File: config.mk
export PLATFORM = sky130hd
export DESIGN_NAME = sys_bridge_ctrl
export DESIGN_NICKNAME = d
export VERILOG_FILES = /design/src/rtl/sys_bridge_ctrl_pkg.sv /design/src/rtl/bridge_addr_decode.sv /design/src/rtl/sys_bridge_ctrl.sv
export SDC_FILE = /design/constraint.sdc
export NUM_CORES = 1
export LEC_CHECK = 0
export ABC_AREA = 1
export BUFFER_PORTS_ARGS = -buffer_cell sky130_fd_sc_hd__buf_4
export CAP_MARGIN = 20
export CORE_AREA = 2 2 154 186
export CTS_CLUSTER_DIAMETER = 50
export DETAILED_ROUTE_END_ITERATION = 16
export DIE_AREA = 0 0 156 188
export PLACE_DENSITY_LB_ADDON = 0.1
export SLEW_MARGIN = 20
export SYNTH_ARGS = -nofsm -noshare
export SYNTH_HDL_FRONTEND = slang
export SYNTH_SLANG_ARGS = --single-unit
File: constraint.sdc
create_clock -name clk -period 2.15 [get_ports clk]
set_input_delay 0.1075 -clock clk [delete_from_list [all_inputs] [get_ports clk]]
set_output_delay 0.1075 -clock clk [all_outputs]
set_load 0.01 [all_outputs]
File: src/rtl/sys_bridge_ctrl_pkg.sv
// Shared definitions for the processor-to-device bridge: FSM encoding,
// device indices and the default memory map.
package sys_bridge_ctrl_pkg;

   typedef enum logic [1:0] {
      IDLE = 2'd0,
      WAIT = 2'd1,
      DONE = 2'd2
   } bridge_state_t;

   localparam int NUM_DEV = 3;
   localparam int DEV_T0  = 0;
   localparam int DEV_T1  = 1;
   localparam int DEV_EXT = 2;

   localparam logic [31:0] DEF_T0_BASE    = 32'h0000_7F00;
   localparam logic [31:0] DEF_T1_BASE    = 32'h0000_7F10;
   localparam logic [31:0] DEF_D2_BASE    = 32'h0000_7F20;
   localparam logic [31:0] DEF_D2_SIZE    = 32'd32;
   localparam logic [31:0] TIMER_WIN_SIZE = 32'd12;
   localparam logic [31:0] DEV_SPACE_BASE = 32'h0000_7F00;

endpackage

File: src/rtl/bridge_addr_decode.sv
// Combinational address decoder: one-hot window select, device-space miss
// and byte offset relative to the matched window base.
module bridge_addr_decode
   import sys_bridge_ctrl_pkg::*;
#(
   parameter logic [31:0] T0_BASE = DEF_T0_BASE,
   parameter logic [31:0] T1_BASE = DEF_T1_BASE,
   parameter logic [31:0] D2_BASE = DEF_D2_BASE,
   parameter logic [31:0] D2_SIZE = DEF_D2_SIZE
) (
   input  logic [31:0] addr,
   output logic        hit,
   output logic [2:0]  sel,
   output logic        miss,
   output logic [31:0] offset
);

   localparam logic [31:0] BASE [NUM_DEV] = '{T0_BASE, T1_BASE, D2_BASE};
   localparam logic [31:0] SIZE [NUM_DEV] = '{TIMER_WIN_SIZE, TIMER_WIN_SIZE, D2_SIZE};

   logic [31:0] diff_w [NUM_DEV];
   logic        in_space;

   // Unsigned wrap makes addr < base produce a huge diff, so one compare
   // covers both window bounds.
   generate
      for (genvar gi = 0; gi < NUM_DEV; gi++) begin : g_win
         assign diff_w[gi] = addr - BASE[gi];
         assign sel[gi]    = (diff_w[gi] < SIZE[gi]);
      end
   endgenerate

   always_comb begin
      offset = '0;
      for (int i = 0; i < NUM_DEV; i++) begin
         if (sel[i]) begin
            offset = offset | diff_w[i];
         end
      end
   end

   assign hit      = |sel;
   assign in_space = (addr[31:8] == DEV_SPACE_BASE[31:8]);
   assign miss     = in_space & ~hit;

endmodule

File: src/rtl/sys_bridge_ctrl.sv
// MEM-stage bridge to timer0/timer1/external device: one outstanding
// request/ack transaction, pipeline stall, timeout bus error, HWInt register.
module sys_bridge_ctrl
   import sys_bridge_ctrl_pkg::*;
#(
   parameter logic [31:0] T0_BASE = DEF_T0_BASE,
   parameter logic [31:0] T1_BASE = DEF_T1_BASE,
   parameter logic [31:0] D2_BASE = DEF_D2_BASE,
   parameter logic [31:0] D2_SIZE = DEF_D2_SIZE,
   parameter int          TIMEOUT = 16
) (
   input  logic        clk,
   input  logic        reset,
   input  logic [31:0] PrAddr,
   input  logic [31:0] PrWD,
   input  logic [3:0]  PrBE,
   input  logic        PrWE,
   input  logic        PrRE,
   input  logic        flush,
   output logic [31:0] PrRD,
   output logic        stall,
   output logic        bus_err,
   output logic [31:0] DEV_Addr,
   output logic [31:0] DEV_WD,
   output logic [3:0]  DEV_BE,
   output logic        DEV_WE,
   output logic [2:0]  DEV_REQ,
   input  logic [2:0]  DEV_ACK,
   input  logic [31:0] DEV_RD0,
   input  logic [31:0] DEV_RD1,
   input  logic [31:0] DEV_RD2,
   input  logic [2:0]  DEV_IRQ,
   input  logic [2:0]  EXT_IRQ,
   output logic [5:0]  HWInt
);

   localparam int              CNT_W   = $clog2(TIMEOUT);
   localparam logic [CNT_W-1:0] CNT_MAX = CNT_W'(TIMEOUT - 1);

   bridge_state_t     state_reg;
   logic [2:0]        sel_reg;
   logic [2:0]        dev_req_reg;
   logic [31:0]       addr_reg;
   logic [31:0]       wd_reg;
   logic [3:0]        be_reg;
   logic              we_reg;
   logic [CNT_W-1:0]  cnt_reg;
   logic              tmo_reg;
   logic [31:0]       rd_reg;
   logic [5:0]        hwint_reg;

   logic              dec_hit;
   logic [2:0]        dec_sel;
   logic              dec_miss;
   logic [31:0]       dec_offset;

   logic              req;
   logic              issue;
   logic              ack_hit;
   logic              timeout;
   logic [31:0]       rd_mux;

   bridge_addr_decode #(
      .T0_BASE (T0_BASE),
      .T1_BASE (T1_BASE),
      .D2_BASE (D2_BASE),
      .D2_SIZE (D2_SIZE)
   ) u_decode (
      .addr   (PrAddr),
      .hit    (dec_hit),
      .sel    (dec_sel),
      .miss   (dec_miss),
      .offset (dec_offset)
   );

   assign req     = (PrWE | PrRE) & ~flush;
   assign issue   = (state_reg == IDLE) & req & dec_hit;
   assign ack_hit = |(DEV_ACK & sel_reg);
   assign timeout = (cnt_reg == CNT_MAX);

   always_comb begin
      rd_mux = '0;
      if (sel_reg[DEV_T0])  rd_mux = rd_mux | DEV_RD0;
      if (sel_reg[DEV_T1])  rd_mux = rd_mux | DEV_RD1;
      if (sel_reg[DEV_EXT]) rd_mux = rd_mux | DEV_RD2;
   end

   // Stall must rise in the issue cycle itself, before the state register moves.
   assign stall   = issue | (state_reg == WAIT);
   assign bus_err = ((state_reg == IDLE) & req & dec_miss) |
                    ((state_reg == DONE) & tmo_reg);

   always_ff @(posedge clk) begin
      if (reset) begin
         state_reg   <= IDLE;
         sel_reg     <= '0;
         dev_req_reg <= '0;
         addr_reg    <= '0;
         wd_reg      <= '0;
         be_reg      <= '0;
         we_reg      <= 1'b0;
         cnt_reg     <= '0;
         tmo_reg     <= 1'b0;
         rd_reg      <= '0;
         hwint_reg   <= '0;
      end else begin
         hwint_reg <= {EXT_IRQ, DEV_IRQ};
         case (state_reg)
            IDLE: begin
               if (issue) begin
                  sel_reg     <= dec_sel;
                  dev_req_reg <= dec_sel;
                  addr_reg    <= dec_offset;
                  wd_reg      <= PrWD;
                  be_reg      <= PrBE;
                  we_reg      <= PrWE;
                  cnt_reg     <= '0;
                  tmo_reg     <= 1'b0;
                  state_reg   <= WAIT;
               end
            end
            WAIT: begin
               // An ack arriving on the timeout cycle still counts as success.
               if (ack_hit) begin
                  rd_reg      <= we_reg ? 32'd0 : rd_mux;
                  dev_req_reg <= '0;
                  state_reg   <= DONE;
               end else if (timeout) begin
                  rd_reg      <= '0;
                  tmo_reg     <= 1'b1;
                  dev_req_reg <= '0;
                  state_reg   <= DONE;
               end else begin
                  cnt_reg <= cnt_reg + CNT_W'(1);
               end
            end
            DONE: begin
               tmo_reg   <= 1'b0;
               state_reg <= IDLE;
            end
            default: begin
               state_reg <= IDLE;
            end
         endcase
      end
   end

   assign PrRD     = rd_reg;
   assign DEV_Addr = addr_reg;
   assign DEV_WD   = wd_reg;
   assign DEV_BE   = be_reg;
   assign DEV_WE   = we_reg;
   assign DEV_REQ  = dev_req_reg;
   assign HWInt    = hwint_reg;

endmodule

# == Word-level counts from Yosys, hierarchy flattened ==
# Cells that the tools add are included.
# W data, S select, Z words.
# word_totals
ff_bits,120
inputBits,178
output_inout_bits,112
word_cells,80
# op_classes
addsub,4
order_cmp,3
eq_ne,9
muxes,25
n_bitwise,16
reduce_logical,12
# ops
op,count
$mux W32,9
$or A32 B32 Y32,4
$sub A32 B15 Y32 const B,3
$lt A32 B4 Y1 const B,2
$lt A32 B6 Y1 const B,1
$eq A24 B7 Y1 const B,1
$mux W4,3
$mux W3,3
$ne A2 B2 Y1 const B,4
$pmux W4 S2,1
$reduce_and A4 Y1,2
$and A1 B1 Y1,6
$mux W2,3
$pmux W3 S2,1
$reduce_and A2 Y1,3
$reduce_or A3 Y1,2
$add A4 B1 Y4 const B,1
$eq A4 B4 Y1 const B,1
$pmux W2 S2,1
$reduce_bool A2 Y1,2
$and A3 B3 Y3,1
$mux W1,3
$ne A3 B3 Y1 const B,1
$or A1 B1 Y1,3
7 further kinds,8

# == Logic depth before layout (Yosys ltp) ==
# logic_depth
word_depth,7
depth_mapped,21

# == Cells and area by module ==
# From an unflattened synthesis, not the netlist that was laid out.
# hier_totals
hier_cells,1207
hier_area_um2,7582.3
# by_module_without_submodules
mod,n_inst,cells_per_inst,area_each_um2
sys_bridge_ctrl,1,684,4992.3
bridge_addr_decode,1,523,2590.0

# == Least setup slack after synthesis ==
# Ideal clock, no wire load.
# synth_path
path_kind,input to register
start,in PrAddr[5]
end,reg addr_reg[2] (netlist: DEV_Addr[2])
arrival_ns,2.086
setup_slack_ns,-0.049
path_stages,16
path_buffers,2
cell_sequence,inv_1 ha_1 nand3_1 nand3_2 xor2_1 nand2_1 nor2_1 nand2_1 nor2_1 nand3_2 nand3_2 nand2_4 buf_4 buf_2 nor2_1 nor2_1
# synth_via
elab_chain_cells,7
word_cells_on_any_way,14
classes_between,add/sub: 3; order compare: 3; mux: 3; bitwise: 3; reduce/logical: 2
# synth_rtl
element,line_no,text
start: declaration,sys_bridge_ctrl.sv:14,"input logic [31:0] PrAddr,"
$sub A32 B15 Y32,bridge_addr_decode.sv:28,assign diff_w[gi] = addr - BASE[gi];
$lt A32 B4 Y1,bridge_addr_decode.sv:29,assign sel[gi] = (diff_w[gi] < SIZE[gi]);
$mux W32,bridge_addr_decode.sv:36,if (sel[i]) begin
$or A32 B32 Y32,bridge_addr_decode.sv:37,offset = offset | diff_w[i];
$mux W32,bridge_addr_decode.sv:36,
$or A32 B32 Y32,bridge_addr_decode.sv:37,
$mux W32,bridge_addr_decode.sv:36,
end signal: assignment,sys_bridge_ctrl.sv:113,addr_reg <= dec_offset;
end: declaration,sys_bridge_ctrl.sv:43,logic [31:0] addr_reg;
# Several ways; a longest one is shown, not always the timed one.
# A chain may end at the register's enable or synchronous reset.

# == Worst setup path in the final report ==
# layout_path
start,in PrAddr[5]
end,out stall
# layout_via
elab_chain_cells,5
word_cells_on_any_way,9
classes_between,add/sub: 3; order compare: 3; bitwise: 2; reduce/logical: 1
# layout_rtl
element,line_no,text
$sub A32 B15 Y32,bridge_addr_decode.sv:28,
$lt A32 B4 Y1 or $lt A32 B6 Y1 (tied branches),bridge_addr_decode.sv:29,
$reduce_or A3 Y1 (*),bridge_addr_decode.sv:42,assign hit = |sel;
$and A1 B1 Y1 (*),sys_bridge_ctrl.sv:77,assign issue = (state_reg == IDLE) & req & dec_hit;
$or A1 B1 Y1 (*),sys_bridge_ctrl.sv:89,assign stall = issue | (state_reg == WAIT);
end: declaration,sys_bridge_ctrl.sv:21,"output logic stall,"
# Every way passes the cells marked *; elsewhere a longest branch is shown, timed or not.

==> results.tsv <==
stage	metric	value	unit
floorplanning	die_y	188	um
global_routing	use_met1	21.7	%
clocking	cts-buffers-inserted	17	
drt	drc	0	
clocking	htreeDepth	4	
finish	stdcell_count	1888	
worst_hold_path	hold_depth	5	
floorplanning	num_rows	67	
power	ir_worst_vdd	470	uV
placement	numPortBuffers	289	
power	powerDensity	509	mW/mm^2
global_routing	gr-max-usage-layer	met2	
synthesis	avgSynthCellArea	6.15	sq um
worst_setup_path	r2r_cells	10	
power	p_clk_share	48.4	%
synthesis	synth_top_area_share	35.5	%
global_routing	grt_pass1_wl	42200	um
global_routing	antenna_found_initial	0	
clocking	cts_max_path_buffers	2	
drt	routed_via_density	4.42	
clocking	insertion_delay	0.42	ns
finish	fin_util	42.0	%
sta	period_minus_slack	2.24	ns
worst_setup_path	r2r_slack	0.42	ns
worst_setup_path	worstPathMaxFanout	6	
placement	dp_cells	1794	
floorplanning	coreArea	0.0276	sq mm
run_status	violations	negative setup slack	
global_routing	grt_usage	18.4	%
finish	diodes	0	
placement	hpwl	20900	um
power	p_comb_share	13.7	%
drt	wl	27800	um
placement	place_area	0.0100	sq mm
clocking	cts_sinks	120	
synthesis	ys_top_cells_by_area	dfxtp_1, nand2_1, nor2_1	
floorplanning	initial_utilization	24.6	%
sta	setup_slack	-0.0884	ns
global_routing	grt_max_degree	50	
synthesis	synthFlopType	dfxtp_1	
finish	nets	1718	
clocking	cts_tree	built	
run_status	status	complete, but fails checks	
synthesis	synth_area_leader_cell	dfxtp_1	
sta	timing.fmax	0.447	GHz
global_routing	overflow	0	
synthesis	seq_area_frac_synth	35.5	%
floorplanning	pin_count	290	
worst_hold_path	min_from	DEV_RD0[0]	
global_routing	grt_pass1_vias	7884	
drt	drtAntennaViolNets	0	
synthesis	synth_area	0.00677	sq mm
worst_setup_path	r2r-start	cnt_reg[0]	
worst_hold_path	hold_class	primary input to register	
synthesis	synthTopCellsByCount	nand2_1, nor2_1, nand3_1, dfxtp_1, inv_1	
synthesis	synth-async-reset-ratio	0	%
sta	hold_viol	0	
sta	tns	-0.738	ns
worst_setup_path	startpoint_type	primary input	
drt	vias	8342	
sta	rsz0062_at_grt	true	
finish	fin_area	0.0116	sq mm
power	p_sw_share	24.3	%
synthesis	synth.most_common_cell	nand2_1	
drt	drtIter0Drc	400	
sta	slew_headroom	62.8	%
sta	setup_viol	29	
placement	gp_congestion	0.857	
synthesis	synthDistinctLibCells	30	
synthesis	yosys_warnings	0	
worst_setup_path	reg2reg_to	PrRD[3]	
finish	area_growth	71.0	%
power	p_leak	5.60	nW
drt	wl_per_cell	14.7	um
sta	maxSlewViolCount	0	
floorplanning	die_width	156	um
synthesis	ys_seq_elements	120	
worst_setup_path	arrival	2.13	ns
finish	final_layout_size_suffix_gt1_share	34.2	%
worst_setup_path	worstSetupPathType	primary input to primary output	
worst_setup_path	cp-startpoint	PrAddr[5]	
placement	place_ws	-0.549	ns
synthesis	synthCells	1101	
worst_setup_path	worstPathRequired	2.04	ns
global_routing	grtUsageMet2	31.9	%
global_routing	groute.layer.met3.usage	3.77	%
power	p_seq_share	37.9	%
drt	first_pass_iters	5	
worst_setup_path	end_kind	primary output	
clocking	cts-root-buf	clkbuf_16	
sta	finalCritPeriodShare	104	%
power	power_report.internal_total	4.46	mW
clocking	clkTransAtPathRegs	0.05	ns
worst_hold_path	min_delay_worst_endpoint	PrRD[0]	
synthesis	syn-num-nets	1288	
synthesis	synth_edf_count	0	
floorplanning	dieArea	0.0293	sq mm
flow_run	max-cap-violations	0	
power	p_switching	1.43	mW
sta	tightest_slew	0.557	ns
sta	finalClockSkew	0.0118	ns
## through the flow
| stage | power, mW | hold slack (ns) |
|---|---|---|
| 3_5_place_dp | 2.98 | 0.315 |
| 4_1_cts | 5.98 | 0.0511 |
| 6_report | 5.89 | 0.0747 |
| 3_3_place_gp | 2.98 | 0.308 |
| 2_1_floorplan | 2.51 | 0.214 |
| 5_1_grt | 6.18 | 0.0695 |
## critical path, stage by stage
cell	delay, ns
buf_6	0.07
clkinvlp_4	0.19
ha_4	0.26
nand2_4	0.10
nand2_4	0.07
buf_6	0.12
nand2_2	0.04
nand2_1	0.04
nor2_1	0.09
nand2_1	0.06
nor2_1	0.08
nand2_1	0.07
nor2_2	0.13
nand2_1	0.08
nor2_2	0.09
nand2_2	0.08
nand3_4	0.11
nand2_4	0.06
buf_12	0.13
nand2_4	0.05
buf_6	0.10
## repair_timing
item                                    in CTS  in global routing
setup buffers                                7                  6
resized for setup                           47                 32
pin swaps                                   18                 28
endpoints found under the setup margin      52                 83
hold buffers                                47                  0
hold endpoints to repair                    47                  0
gates cloned                                 2                  2
## power by group through the flow
stage	sequential (mW)	clock, mW	combinational (mW)
finish	2.23	2.85	0.808
global route	2.23	3.07	0.880
CTS	2.23	2.95	0.801
detailed placement	2.28	0	0.699
global placement	2.28	0	0.701
floorplan	2.28	0	0.225
## worst max path at each step
stage,to,slack [ns],cells after the start
floorplan,DEV_Addr[2],0.03,18
global placement,DEV_Addr[5],-0.55,18
detailed placement,DEV_Addr[5],-0.55,18
CTS,stall,-0.17,21
global route,stall,-0.25,19
finish,stall,-0.09,21
## logic make-up (layout without fill, tap and decap cells)
family / Yosys count / in the layout / synth area share [%]
AOI/OAI and AO/OA: 94 / 94 / 7.17
adders and majority gates: 9 / 9 / 1.66
xor gates and xnor gates: 14 / 14 / 1.81
buffers and inverters: 133 / 575 / 8.04
and+or+nand+nor: 731 / 731 / 45.8
DFF: 120 / 120 / 35.5
## cell usage in the layout (no fill, tap or decap), drive strengths merged
| cell type | n |
|---|---|
| o21ai | 53 |
| nor4 | 1 |
| nor3 | 4 |
| nand2 | 387 |
| clkinv | 3 |
| ha | 9 |
| nand3 | 132 |
| buf | 411 |
| and3 | 1 |
| a21oi | 36 |
| nand3b | 4 |
| bufinv | 2 |
| o211ai | 2 |
| a311oi | 1 |
| dfxtp | 120 |
| clkinvlp | 4 |
| xor2 | 14 |
| clkbuf | 21 |
| inv | 86 |
| o31ai | 1 |
| nand4 | 5 |
| bufbuf | 1 |
| nor2 | 197 |
| dlygate4sd3 | 47 |
| o2111ai | 1 |
## cell type report
| cell class | instances | area, sq um |
|---|---|---|
| fillers | 3010 | 16000 |
| multi-input cells | 848 | 4040 |
| repair buffers | 461 | 3790 |
| flip-flops and latches | 120 | 2400 |
| clock buffers | 19 | 453 |
| well taps | 345 | 432 |
| inverters | 83 | 323 |
| clock inverters | 12 | 140 |
## routing by layer
| metal | part of all wire [%] | routed length [um] | vias to the layer above |
|---|---|---|---|
| li1 | - | - | 4327 |
| met1 | 42 | 11700 | 3719 |
| met2 | 49 | 13500 | 247 |
| met3 | 5.7 | 1580 | 49 |
| met4 | 3.7 | 1020 | 0 |
| met5 | 0 | 0 | - |
Note: power is estimated with default switching activity, not from simulation.
